## src/rtl/immediate_extender_pipe_pkg.sv

```systemverilog
// rtl/immediate_extender_pipe_pkg.sv - shared immediate-format encodings and width helpers
// Purpose: immSrc format-select enum used by decode and the immediate pipe,
//          plus the shift-amount width helper.
// Ports:   none (package)
package HighLevelControl;

  // Imm11t0/Imm4t0/SType keep their historical encodings; BType/UType/JType
  // take the next free codes. Codes 6 and 7 are unmapped.
  typedef enum logic [2:0] {
    Imm11t0 = 3'd0,
    Imm4t0  = 3'd1,
    SType   = 3'd2,
    BType   = 3'd3,
    UType   = 3'd4,
    JType   = 3'd5
  } immSrc;

  // Shift-amount field width for a given XLEN (5 bits on RV32, 6 on RV64).
  function automatic int SHAMT_W(input int xlen);
    return (xlen == 64) ? 6 : 5;
  endfunction

endpackage

```

## src/rtl/immediate_extender_pipe_imm_field_decode.sv

```systemverilog
// rtl/immediate_extender_pipe_imm_field_decode.sv - combinational RV immediate field decoder
// Purpose: maps {ImmSrc, Instr} to the sign/zero-extended immediate.
// Ports:
//   ImmSrc     in   immSrc     format select
//   Instr      in   WORD_SIZE  raw instruction
//   Imm        out  BIT_COUNT  extended immediate (0 when ImmSrc is unmapped)
//   ImmIllegal out  1          ImmSrc is unmapped
module imm_field_decode
  import HighLevelControl::*;
#(
  parameter int BIT_COUNT = 32,
  parameter int WORD_SIZE = 32
) (
  input  immSrc                  ImmSrc,
  input  logic [WORD_SIZE-1:0]   Instr,
  output logic [BIT_COUNT-1:0]   Imm,
  output logic                   ImmIllegal
);

  localparam int SW = SHAMT_W(BIT_COUNT);

  logic        w_s;
  logic [63:0] w_imm_i;
  logic [63:0] w_imm_s;
  logic [63:0] w_imm_b;
  logic [63:0] w_imm_u;
  logic [63:0] w_imm_j;
  logic [63:0] w_imm_sh;
  logic [63:0] w_full;

  // Every format is built at 64 bits and truncated, so RV32 and RV64 share
  // one set of field expressions.
  assign w_s      = Instr[31];
  assign w_imm_i  = {{52{w_s}}, Instr[31:20]};
  assign w_imm_s  = {{52{w_s}}, Instr[31:25], Instr[11:7]};
  assign w_imm_b  = {{52{w_s}}, Instr[7], Instr[30:25], Instr[11:8], 1'b0};
  assign w_imm_u  = {{32{w_s}}, Instr[31:12], 12'b0};
  assign w_imm_j  = {{44{w_s}}, Instr[19:12], Instr[20], Instr[30:21], 1'b0};
  // Instr[25] belongs to the shift amount only on RV64.
  assign w_imm_sh = {58'b0, (SW == 6) ? Instr[25] : 1'b0, Instr[24:20]};

  always_comb begin
    w_full     = 64'b0;
    ImmIllegal = 1'b0;
    case (ImmSrc)
      Imm11t0: w_full = w_imm_i;
      Imm4t0:  w_full = w_imm_sh;
      SType:   w_full = w_imm_s;
      BType:   w_full = w_imm_b;
      UType:   w_full = w_imm_u;
      JType:   w_full = w_imm_j;
      default: ImmIllegal = 1'b1;
    endcase
  end

  assign Imm = w_full[BIT_COUNT-1:0];

endmodule

```

## src/rtl/immediate_extender_pipe.sv

```systemverilog
// rtl/immediate_extender_pipe.sv - registered, handshaked immediate generator with 2-entry skid buffer
// Purpose: decodes {Instr, ImmSrc} on accept and holds up to two decoded results,
//          presenting the oldest on the output port.
// Ports:
//   clk        in   1          rising-edge clock
//   reset_n    in   1          asynchronous active-low reset
//   flush      in   1          synchronous flush, drops all entries and any offered input
//   in_valid   in   1          Instr/ImmSrc valid
//   in_ready   out  1          buffer can accept (registered)
//   ImmSrc     in   immSrc     format select
//   Instr      in   WORD_SIZE  raw instruction
//   out_valid  out  1          Imm valid
//   out_ready  in   1          consumer accepts
//   Imm        out  BIT_COUNT  extended immediate of the oldest entry
//   ImmIllegal out  1          oldest entry had an unmapped ImmSrc
module immediate_extender_pipe
  import HighLevelControl::*;
#(
  parameter int BIT_COUNT = 32,
  parameter int WORD_SIZE = 32
) (
  input  logic                 clk,
  input  logic                 reset_n,
  input  logic                 flush,
  input  logic                 in_valid,
  output logic                 in_ready,
  input  immSrc                ImmSrc,
  input  logic [WORD_SIZE-1:0] Instr,
  output logic                 out_valid,
  input  logic                 out_ready,
  output logic [BIT_COUNT-1:0] Imm,
  output logic                 ImmIllegal
);

  if ((BIT_COUNT != 32) && (BIT_COUNT != 64)) begin : g_bad_bit_count
    $error("immediate_extender_pipe: BIT_COUNT must be 32 or 64");
  end
  if (WORD_SIZE != 32) begin : g_bad_word_size
    $error("immediate_extender_pipe: WORD_SIZE must be 32");
  end

  localparam logic [1:0] ST_EMPTY = 2'd0;
  localparam logic [1:0] ST_ONE   = 2'd1;
  localparam logic [1:0] ST_TWO   = 2'd2;

  logic [1:0]         r_state;
  logic [1:0]         w_state_nxt;
  logic               r_in_ready;
  // Entry layout: {illegal, imm}. Slot 0 is always the oldest entry.
  logic [BIT_COUNT:0] r_slot0;
  logic [BIT_COUNT:0] r_slot1;
  logic [BIT_COUNT:0] w_slot0_nxt;
  logic [BIT_COUNT:0] w_slot1_nxt;
  logic [BIT_COUNT-1:0] w_dec_imm;
  logic               w_dec_illegal;
  logic               w_accept;
  logic               w_drain;

  imm_field_decode #(
    .BIT_COUNT (BIT_COUNT),
    .WORD_SIZE (WORD_SIZE)
  ) u_decode (
    .ImmSrc     (ImmSrc),
    .Instr      (Instr),
    .Imm        (w_dec_imm),
    .ImmIllegal (w_dec_illegal)
  );

  assign w_accept = in_valid & r_in_ready;
  assign w_drain  = (r_state != ST_EMPTY) & out_ready;

  always_comb begin
    w_state_nxt = r_state;
    w_slot0_nxt = r_slot0;
    w_slot1_nxt = r_slot1;
    if (flush) begin
      w_state_nxt = ST_EMPTY;
    end else begin
      case (r_state)
        ST_EMPTY: begin
          if (w_accept) begin
            w_slot0_nxt = {w_dec_illegal, w_dec_imm};
            w_state_nxt = ST_ONE;
          end
        end
        ST_ONE: begin
          if (w_accept && w_drain) begin
            w_slot0_nxt = {w_dec_illegal, w_dec_imm};
          end else if (w_accept) begin
            w_slot1_nxt = {w_dec_illegal, w_dec_imm};
            w_state_nxt = ST_TWO;
          end else if (w_drain) begin
            w_state_nxt = ST_EMPTY;
          end
        end
        ST_TWO: begin
          // in_ready is low here, so only a drain can happen.
          if (w_drain) begin
            w_slot0_nxt = r_slot1;
            w_state_nxt = ST_ONE;
          end
        end
        default: w_state_nxt = ST_EMPTY;
      endcase
    end
  end

  always_ff @(posedge clk or negedge reset_n) begin
    if (!reset_n) begin
      r_state    <= ST_EMPTY;
      r_in_ready <= 1'b1;
      r_slot0    <= '0;
      r_slot1    <= '0;
    end else begin
      r_state    <= w_state_nxt;
      r_in_ready <= (w_state_nxt != ST_TWO);
      r_slot0    <= w_slot0_nxt;
      r_slot1    <= w_slot1_nxt;
    end
  end

  assign in_ready   = r_in_ready;
  assign out_valid  = (r_state != ST_EMPTY);
  assign Imm        = r_slot0[BIT_COUNT-1:0];
  assign ImmIllegal = r_slot0[BIT_COUNT];

endmodule

```

## config.mk

```make
export PLATFORM = sky130hd
export DESIGN_NAME = immediate_extender_pipe
export DESIGN_NICKNAME = d
export VERILOG_FILES = /design/src/rtl/immediate_extender_pipe_pkg.sv /design/src/rtl/immediate_extender_pipe_imm_field_decode.sv /design/src/rtl/immediate_extender_pipe.sv
export SDC_FILE = /design/constraint.sdc
export NUM_CORES = 1
export LEC_CHECK = 0
export BUFFER_PORTS_ARGS = -buffer_cell sky130_fd_sc_hd__buf_2
export CORE_ASPECT_RATIO = 0.5
export CORE_MARGIN = 2
export CORE_UTILIZATION = 56
export CTS_BUF_LIST = sky130_fd_sc_hd__clkbuf_8
export CTS_CLUSTER_DIAMETER = 80
export DETAILED_ROUTE_END_ITERATION = 7
export GPL_ROUTABILITY_DRIVEN = 0
export GPL_TIMING_DRIVEN = 0
export PLACE_DENSITY_LB_ADDON = 0.08
export SETUP_SLACK_MARGIN = 0.15
export SYNTH_ARGS = -nofsm -noshare
export SYNTH_HDL_FRONTEND = slang
export SYNTH_SLANG_ARGS = --single-unit
```

## constraint.sdc

```tcl
create_clock -name clk -period 2.3 [get_ports clk]
set_input_delay 0.23 -clock clk [delete_from_list [all_inputs] [get_ports clk]]
set_output_delay 0.23 -clock clk [all_outputs]
set_load 0.02 [all_outputs]
```

==> summary by stage, run 1 <==
Routing
After detailed routing, the number of vias per cell comes to around 5.7. For this block, the initial DRC count from the detailed router was slightly above 200. The final layout contains routed wiring with a total length of 8710 um. For this run, design rule violations remaining after detail routing come to 0.

Once detail routing completed, the nets flagged for antenna violations numbered 0. The number of iterations in the first detailed-routing pass is 6. After detailed routing, the average wire length per cell comes to about 17 um. The routed layout has approximately 2900 vias.

Outcome
The run finished with clean final reports.

Synth
The most common cell in the netlist is sky130_fd_sc_hd__nand2_1. The number of warning messages in the yosys log is 0. The fraction of synthesized cell area taken by the top area cell type is 49.3%. The net count of the mapped netlist is 396. The commonest cells after synthesis are 71 x sky130_fd_sc_hd__nand2_1, 68 x sky130_fd_sc_hd__dfrtp_1, 57 x sky130_fd_sc_hd__o21ai_0. Sequential elements use approximately half of the synthesized area. The library cell occupying the most area in the post-synthesis netlist is sky130_fd_sc_hd__dfrtp_1. The fraction of registers with async set or reset after synthesis is 100%.

Yosys mapped the design onto 34 distinct sky130hd cell types. Sorting the synthesized cells by area gives the leading types as sky130_fd_sc_hd__dfrtp_1 49%, sky130_fd_sc_hd__o21ai_0 8.3%, sky130_fd_sc_hd__mux2_4 7.8%, sky130_fd_sc_hd__nand2_1 7.7%, sky130_fd_sc_hd__mux2i_1 3.5%. Synthesis inferred ~70 register bits. The post-synthesis instance area is approximately 3500 um^2.

The most frequently used flop master after synthesis is sky130_fd_sc_hd__dfrtp_1. Synthesis produced between 300 and 400 cells. Yosys mapped a number of flops with a built-in enable equal to 0. The mean instance size in the synthesized netlist is between 9 and 10 um^2.

Global route
The wire length of the first global-routing pass is between 10000 and 15000 um. The via count of the first global-routing pass is 2812. In the global route stage, overall resource usage came out at around 27%.

For this run the aggregate overflow at the end of global routing stands at 0. Entering global routing, the biggest net connects 70 pins. The initial antenna violation count is 0.

Pwr
The total power density per cell area is just over 800 nW/um^2. For this design the static power due to leakage is between 1.5 and 2 nW. IR analysis of the VDD net gives a maximum drop of roughly 0.00048 V.

Finish
The relative area change from synthesis to final layout is 17.6%. The finished cells cover slightly above 4000 um^2. The number of antenna diodes in the final layout is 0. The number of nets at the end of the flow is 474. The share of post-route cells with drive strength above 1 is between 20% and 30%. The filler cell count in the final layout is ~490.

Worst setup path
In this run the worst setup path begins at in_ready. The worst setup path is launched from a register. Along the worst path, the maximum fanout reaches 10. The setup path with the least slack is of type reg2reg.

The kind of end point of the critical path is a register. Walking the worst path, the cells encountered are nand2_1, or3b_4, a21oi_4, buf_12, mux2_4. Data arrives at the worst endpoint at ~2.2 ns. In this run the critical register-to-register path is launched from in_ready. On the worst path, the slowest cell contributes a delay of between 0.5 and 0.6 ns. The required time at the endpoint of the critical path is 2.53 ns. The slowest library cell on the worst path is sky130_fd_sc_hd__dfstp_2.

Timing
At the pin with the least slew margin, the transition time is 0.884 ns. The max-slew violation count is 0. The setup-violating endpoint count in the final report is 0.

The sum of negative setup slack is 0 ns. The time the worst path needs with I/O delays and setup is 1.99 ns. The final clock period utilization by the worst path is 86.5%.

For the final database, setup skew stands at about 0.0043 ns. The number of hold violations in the final report is 0. The max-slew headroom at the worst pin is 41.1%.

Setup repair after global routing left no endpoint under its margin. The upper clock frequency limit is a little over 500 MHz.

Clock tree
In this run the deepest clock path goes through 2 buffers. Once the clock tree was built, the setup fixing pass inserted 0 buffers. The clock tree from TritonCTS is yes. Counting the buffers created by CTS gives 9. The H-tree was split into 3 levels.

The post-CTS clock slew at the launch and capture registers of the worst setup and hold paths is ~0.07 ns. Clock tree synthesis found a total of 69 sinks. The number of hold buffers added after CTS was 0. Clock tree synthesis selected as its root buffer the cell sky130_fd_sc_hd__clkbuf_8.

The later pin in the worst-skew pair is clocked with a latency of between 0.3 and 0.4 ns.

Job
Across the run, the number of max-cap violations was 0.

Place
The total placed instance area is 3880 um^2. The wire-length estimate of the detail-placed layout is 6110 um. The count of input and output buffers is between 60 and 70.

Die
The starting utilization of the core area is between 50% and 60%. The die is between 50 and 60 um tall. The floorplan has 20 rows. In this run the standard cell core region covers approximately 6000 um^2.

The number of I/O pins is 75. The full die area is 6840 um^2. Measured along the x axis, the die boundary spans between 100 and 150 um.

Worst hold path
The type of the worst min-delay path is in2async.
final timing paths:
| path | to | slack (ns) | depth (start not counted) |
|---|---|---|---|
| setup / recovery | r_slot0[32] | 0.31 | 5 |
| min in group clk | r_state[0] | 0.11 | 2 |
| hold reg to reg | r_slot1[28] | 0.49 | 2 |
| setup reg to reg | r_slot0[32] | 0.31 | 5 |
| hold / removal | r_state[0] | 0.007 | 1 |
| max in group asynchronous | r_slot0[21] | 1.72 | 1 |
critical path, delay by kind of cell (launching register included):
kind,cells,cell delay (ns)
buf+inv,1,0.20
compound gates,1,0.36
simple gates,2,0.47
flops,1,0.53
mux,1,0.30
final cells by class:
cell class                 instances  area (um^2)  area share (%)
clock inverter                     5         20.0           0.493
inverter                          14         52.6            1.30
sequential                        69         1730            42.6
buffer                            26          144            3.55
multi-input combinational        247         1530            37.7
clock buffer                      11          151            3.73
timing repair buffer              67          338            8.33
tap                               77         96.3            2.37
where the power goes:
part,switching (W),internal (W)
Sequential,0.000140,0.00147
Combinational,0.000476,0.000348
Clock,0.000429,0.000433
state kept, by name, summed over array words and instances, names as in the netlist:
register,flops
in_ready,1
r_slot0,33
r_slot1,33
r_state,2
layer usage:
metal	part of all wire [%]	GRT usage, %	wire [um]	vias to the layer above
met2	45	41.8	3900	122
met4	0.70	7.40	61	0
met1	47	37.9	4110	1442
met3	7.3	8.49	638	9
met5	0	0	0	-
li1	-	-	-	1374
cell families (layout without fill, tap and decap cells):
kind of cell	count (synthesis)	after routing	synth area share, %
and+or+nand+nor	115	115	15.0
buffers and inverters	40	123	5.66
muxes	33	33	12.3
DFF	69	69	50.1
AOI/OAI and AO/OA	96	96	16.2
xor gates and xnor gates	3	3	0.762
layout by cell type (no fill, tap or decap), drive strengths merged:
master | Yosys | routed
and4b | 1 | 1
xnor2 | 2 | 2
nor4bb | 1 | 1
inv | 14 | 18
and2 | 1 | 1
nor3 | 1 | 1
nor2 | 15 | 15
clkbuf | 18 | 29
or2 | 1 | 1
nor2b | 5 | 5
dfrtp | 68 | 68
clkinv | 0 | 1
a32oi | 4 | 4
nand2b | 16 | 16
a21oi | 14 | 14
dfstp | 1 | 1
nand3 | 1 | 1
a2bb2oi | 8 | 8
xor2 | 1 | 1
a22o | 1 | 1
o22ai | 11 | 11
buf | 8 | 75
o21ai | 57 | 57
or3b | 2 | 2
mux2i | 12 | 12
nand2 | 71 | 71
a221oi | 1 | 1
mux2 | 21 | 21
through the flow:
step	instances	hold slack (ns)	util (%)	setup WS [ns]	total power [W]
2_1_floorplan	356	-0.0656	-	0.374	0.00215
3_3_place_gp	500	0.454	64.6	0.323	0.00241
3_5_place_dp	500	0.405	64.7	0.294	0.00245
4_1_cts	516	0.0288	67.5	0.304	0.00332
5_1_grt	516	0.0563	67.6	0.222	0.00348
6_report	516	0.00724	67.6	0.311	0.00329
timing repair:
action | 4_1_cts | 5_1_grt
endpoints found under the setup margin | 0 | 9
gates resized for setup | 0 | 2
hold endpoints to repair | 0 | 0
No activity file was read; power rests on OpenSTA's default activity.
==> run 2, diff against run 1 <==
--- a/config.mk
+++ b/config.mk
@@ -7,10 +7,9 @@
 export LEC_CHECK = 0
 export BUFFER_PORTS_ARGS = -buffer_cell sky130_fd_sc_hd__buf_2
 export CORE_ASPECT_RATIO = 0.5
-export CORE_MARGIN = 2
 export CORE_UTILIZATION = 56
 export CTS_BUF_LIST = sky130_fd_sc_hd__clkbuf_8
-export CTS_CLUSTER_DIAMETER = 80
+export CTS_CLUSTER_DIAMETER = 120
 export DETAILED_ROUTE_END_ITERATION = 7
 export GPL_ROUTABILITY_DRIVEN = 0
 export GPL_TIMING_DRIVEN = 0
==> summary by stage, run 2 (synthesis results as in run 1) <==
Die
The full die area is 6500 um^2 (-5.0%). The die boundary height is 57.5 um (-3.4%). The overall die width is 113 um (-1.7%). The number of placement rows is 19 (-5.0%). The starting utilization of the core area came to 60.5% (+3.0 points). The core area is 5710 um^2 (-5.0%). The number of I/O pins was 75 (unchanged).

Timing
The final clock period utilization by the worst path is 86.0% (-0.46 points). Setup repair after global routing left no endpoint under its margin. The worst hold margin is -0.0318 ns (-0.0390 ns). The slew at the pin with the worst max-slew slack came to 0.888 ns (+0.00418 ns). The upper clock frequency limit was 505 MHz (+0.54%).

The sum of negative setup slack is 0 ns (unchanged). The max-slew violation count is 0 (unchanged). The max-slew headroom at the worst pin is 40.8% (-0.28 points).

The number of hold violations in the final report was 15 (+15). The setup-violating endpoint count in the final report came to 0 (unchanged). The worst-case clock skew was 0.00709 ns (+0.00283 ns).

The time the worst path needs with I/O delays and setup is 1.98 ns (-0.0106 ns).

Routing
The number of routed nets with antenna violations is 0 (unchanged). The sum of routed wire length over all layers came to 8400 um (-3.5%). The first-iteration detailed-routing DRC count was 330 (+61%). The detailed-route DRC error count was 0 (unchanged). The number of iterations in the first detailed-routing pass was 5 (-1). The number of vias after detailed routing is 2911 (-1.2%). The mean number of vias per cell is 5.70 (-0.26%). The average wire per standard cell is 16.4 um (-2.6%).

Finish
The post-route cell area came to 4040 um^2 (-0.43%). The number of antenna cells inserted is 0 (unchanged). The number of nets at the end of the flow is 474 (unchanged).

The fraction of the core area covered by cells at the end of the flow came to 70.8% (+3.2 points). The share of post-route cells with drive strength above 1 is 26.0% (+0.059 points). The filler cell count in the final layout is 443 (-10%). The most common library cell in the layout ignoring fill and taps is sky130_fd_sc_hd__nand2_1. The relative area change from synthesis to final layout is 17.1%. In the layout the commonest cells are 71 x sky130_fd_sc_hd__nand2_1, 70 x sky130_fd_sc_hd__buf_2, 68 x sky130_fd_sc_hd__dfrtp_1. The largest registers in the layout are r_slot0 (33), r_slot1 (33), r_state (2).

Worst setup path
The nature of the critical path startpoint is a register. The largest stage delay on the critical path is 0.53 ns (about the same). The startpoint identified for the worst register-to-register timing path is in_ready. The required time at the endpoint of the critical path is 2.55 ns (+0.02 ns). The maximum fanout encountered on the critical timing path is 10 (unchanged). Walking the worst path, the cells encountered are nand2_1, or3b_4, a21oi_4, buf_12, mux2_4.

The critical path class is reg2reg. The cell family contributing the most delay on the critical path is flip-flops. The buffer and inverter count on the worst path is 1 (unchanged). The worst register-to-register path ends at r_slot0[18]. STA classifies the critical path endpoint as a register. The count of cells along the worst register-to-register path is 5 (unchanged). The endpoint arrival time on the critical path came to 2.22 ns (about the same). The slack of the worst reg-to-reg path is 0.32 ns (about the same). The slowest stage of the critical path is the sky130_fd_sc_hd__dfstp_2 cell.

Global route
The initial antenna violation count is 0 (unchanged). After global routing, the most crowded layer is met1. The met1 track demand over resource is 41.3% (+3.4 points). The met3 global-route usage is 8.82% (+0.33 points). The wire length of the first global-routing pass is 13900 um (+0.35%). The remaining global-route overflow came to 0 (unchanged). The maximum number of pins on one net before global-route repair was 70 (unchanged). The met2 capacity usage during global routing is 40.4% (-1.4 points). The via count of the first global-routing pass was 2764 (-1.7%).

The total track usage came to 28.6% (+1.4 points).

Place
The HPWL reported at the end of detailed placement came to 5900 um (-3.5%). The total placed instance area is 3880 um^2 (-0.13%). The count of input and output buffers is 67 (unchanged).

Clock tree
The maximum clock insertion buffer count came to 2 (unchanged). The level count of the clock H-tree came to 3 (unchanged). The cts-stage hold buffer count came to 0 (unchanged). The clock sink count was 69 (unchanged). The post-CTS clock slew at the launch and capture registers of the worst setup and hold paths was 0.07 ns (about the same). The clock tree from TritonCTS is yes. The number of CTS-inserted buffers is 9 (unchanged). The root buffer cell chosen for the clock tree is sky130_fd_sc_hd__clkbuf_8. The post-CTS setup-driven buffer insertion count was 0 (unchanged).

The worst-skew pair later-pin latency is 0.36 ns (+0.02 ns). The number of cells upsized or downsized after cts is 0 (unchanged).

Outcome
The final reports fail on hold timing. The run finished, with violations left.

Pwr
The leakage dissipation came to 1.97 nW (-0.44%). The total power density per cell area is 808 nW/um^2 (-0.37%). The largest voltage drop on the vdd net was 0.000570 V (+19%).

Worst hold path
The min-delay analysis places its worst path in the category in2async.

Job
The number of maximum-capacitance constraint violations is 0 (unchanged).
==> run 2: cell count changes in the layout (fill, tap and decap cells not counted), sizes merged <==
cell    previous run  this run
clkbuf            29        28
clkinv             1         2
inv               18        17
==> run 2: report_power, final <==
part,leakage (nW),total [W],internal (W),switching [W]
Clock,0.0957,0.000841,0.000399,0.000442
Combinational,0.975,0.000824,0.000348,0.000476
Sequential,0.895,0.00160,0.00147,0.000135
==> run 2: worst register-to-register path: stages, from the launching register on <==
cell and delay [ns]:
sky130_fd_sc_hd__dfstp_2 0.53, sky130_fd_sc_hd__nand2_1 0.08, sky130_fd_sc_hd__or3b_4 0.39, sky130_fd_sc_hd__a21oi_4 0.34, sky130_fd_sc_hd__buf_12 0.20, sky130_fd_sc_hd__mux2_4 0.31
==> run 2: per-layer routing <==
layer / part of all wire [%] / vias to the layer above
met3: 8.8 / 18
met1: 46 / 1388
met5: 0 / -
met4: 2.0 / 0
li1: - / 1363
met2: 43 / 142
==> run 2: layout make-up <==
| class | instances | area (um^2) | share of cell area (%) |
|---|---|---|---|
| clock buffer | 10 | 138 | 3.41 |
| timing repair buffer | 67 | 338 | 8.36 |
| clock inverter | 5 | 21.3 | 0.526 |
| multi-input combinational | 247 | 1530 | 37.8 |
| buffer | 26 | 144 | 3.56 |
| inverter | 14 | 52.6 | 1.30 |
| tap | 73 | 91.3 | 2.26 |
| sequential | 69 | 1730 | 42.8 |
==> run 2: worst max-delay path by stage <==
stage,from,end,slack [ns],cells after the start
floorplan,in_ready,r_slot0[10],0.37,5
global placement,in_ready,r_slot0[18],0.36,5
finish,in_ready,r_slot0[18],0.32,5
detailed placement,in_ready,r_slot0[18],0.33,5
global route,in_ready,r_slot0[32],0.26,5
CTS,in_ready,r_slot0[4],0.32,5
==> run 2: metrics by stage <==
step           instances  total power [W]  setup slack [ns]  hold slack, ns
6_report             511          0.00327             0.321         -0.0318
3_3_place_gp         496          0.00240             0.362           0.453
2_1_floorplan        356          0.00215             0.374         -0.0656
3_5_place_dp         496          0.00244             0.330           0.402
4_1_cts              511          0.00328             0.320          0.0100
5_1_grt              511          0.00345             0.260          0.0440
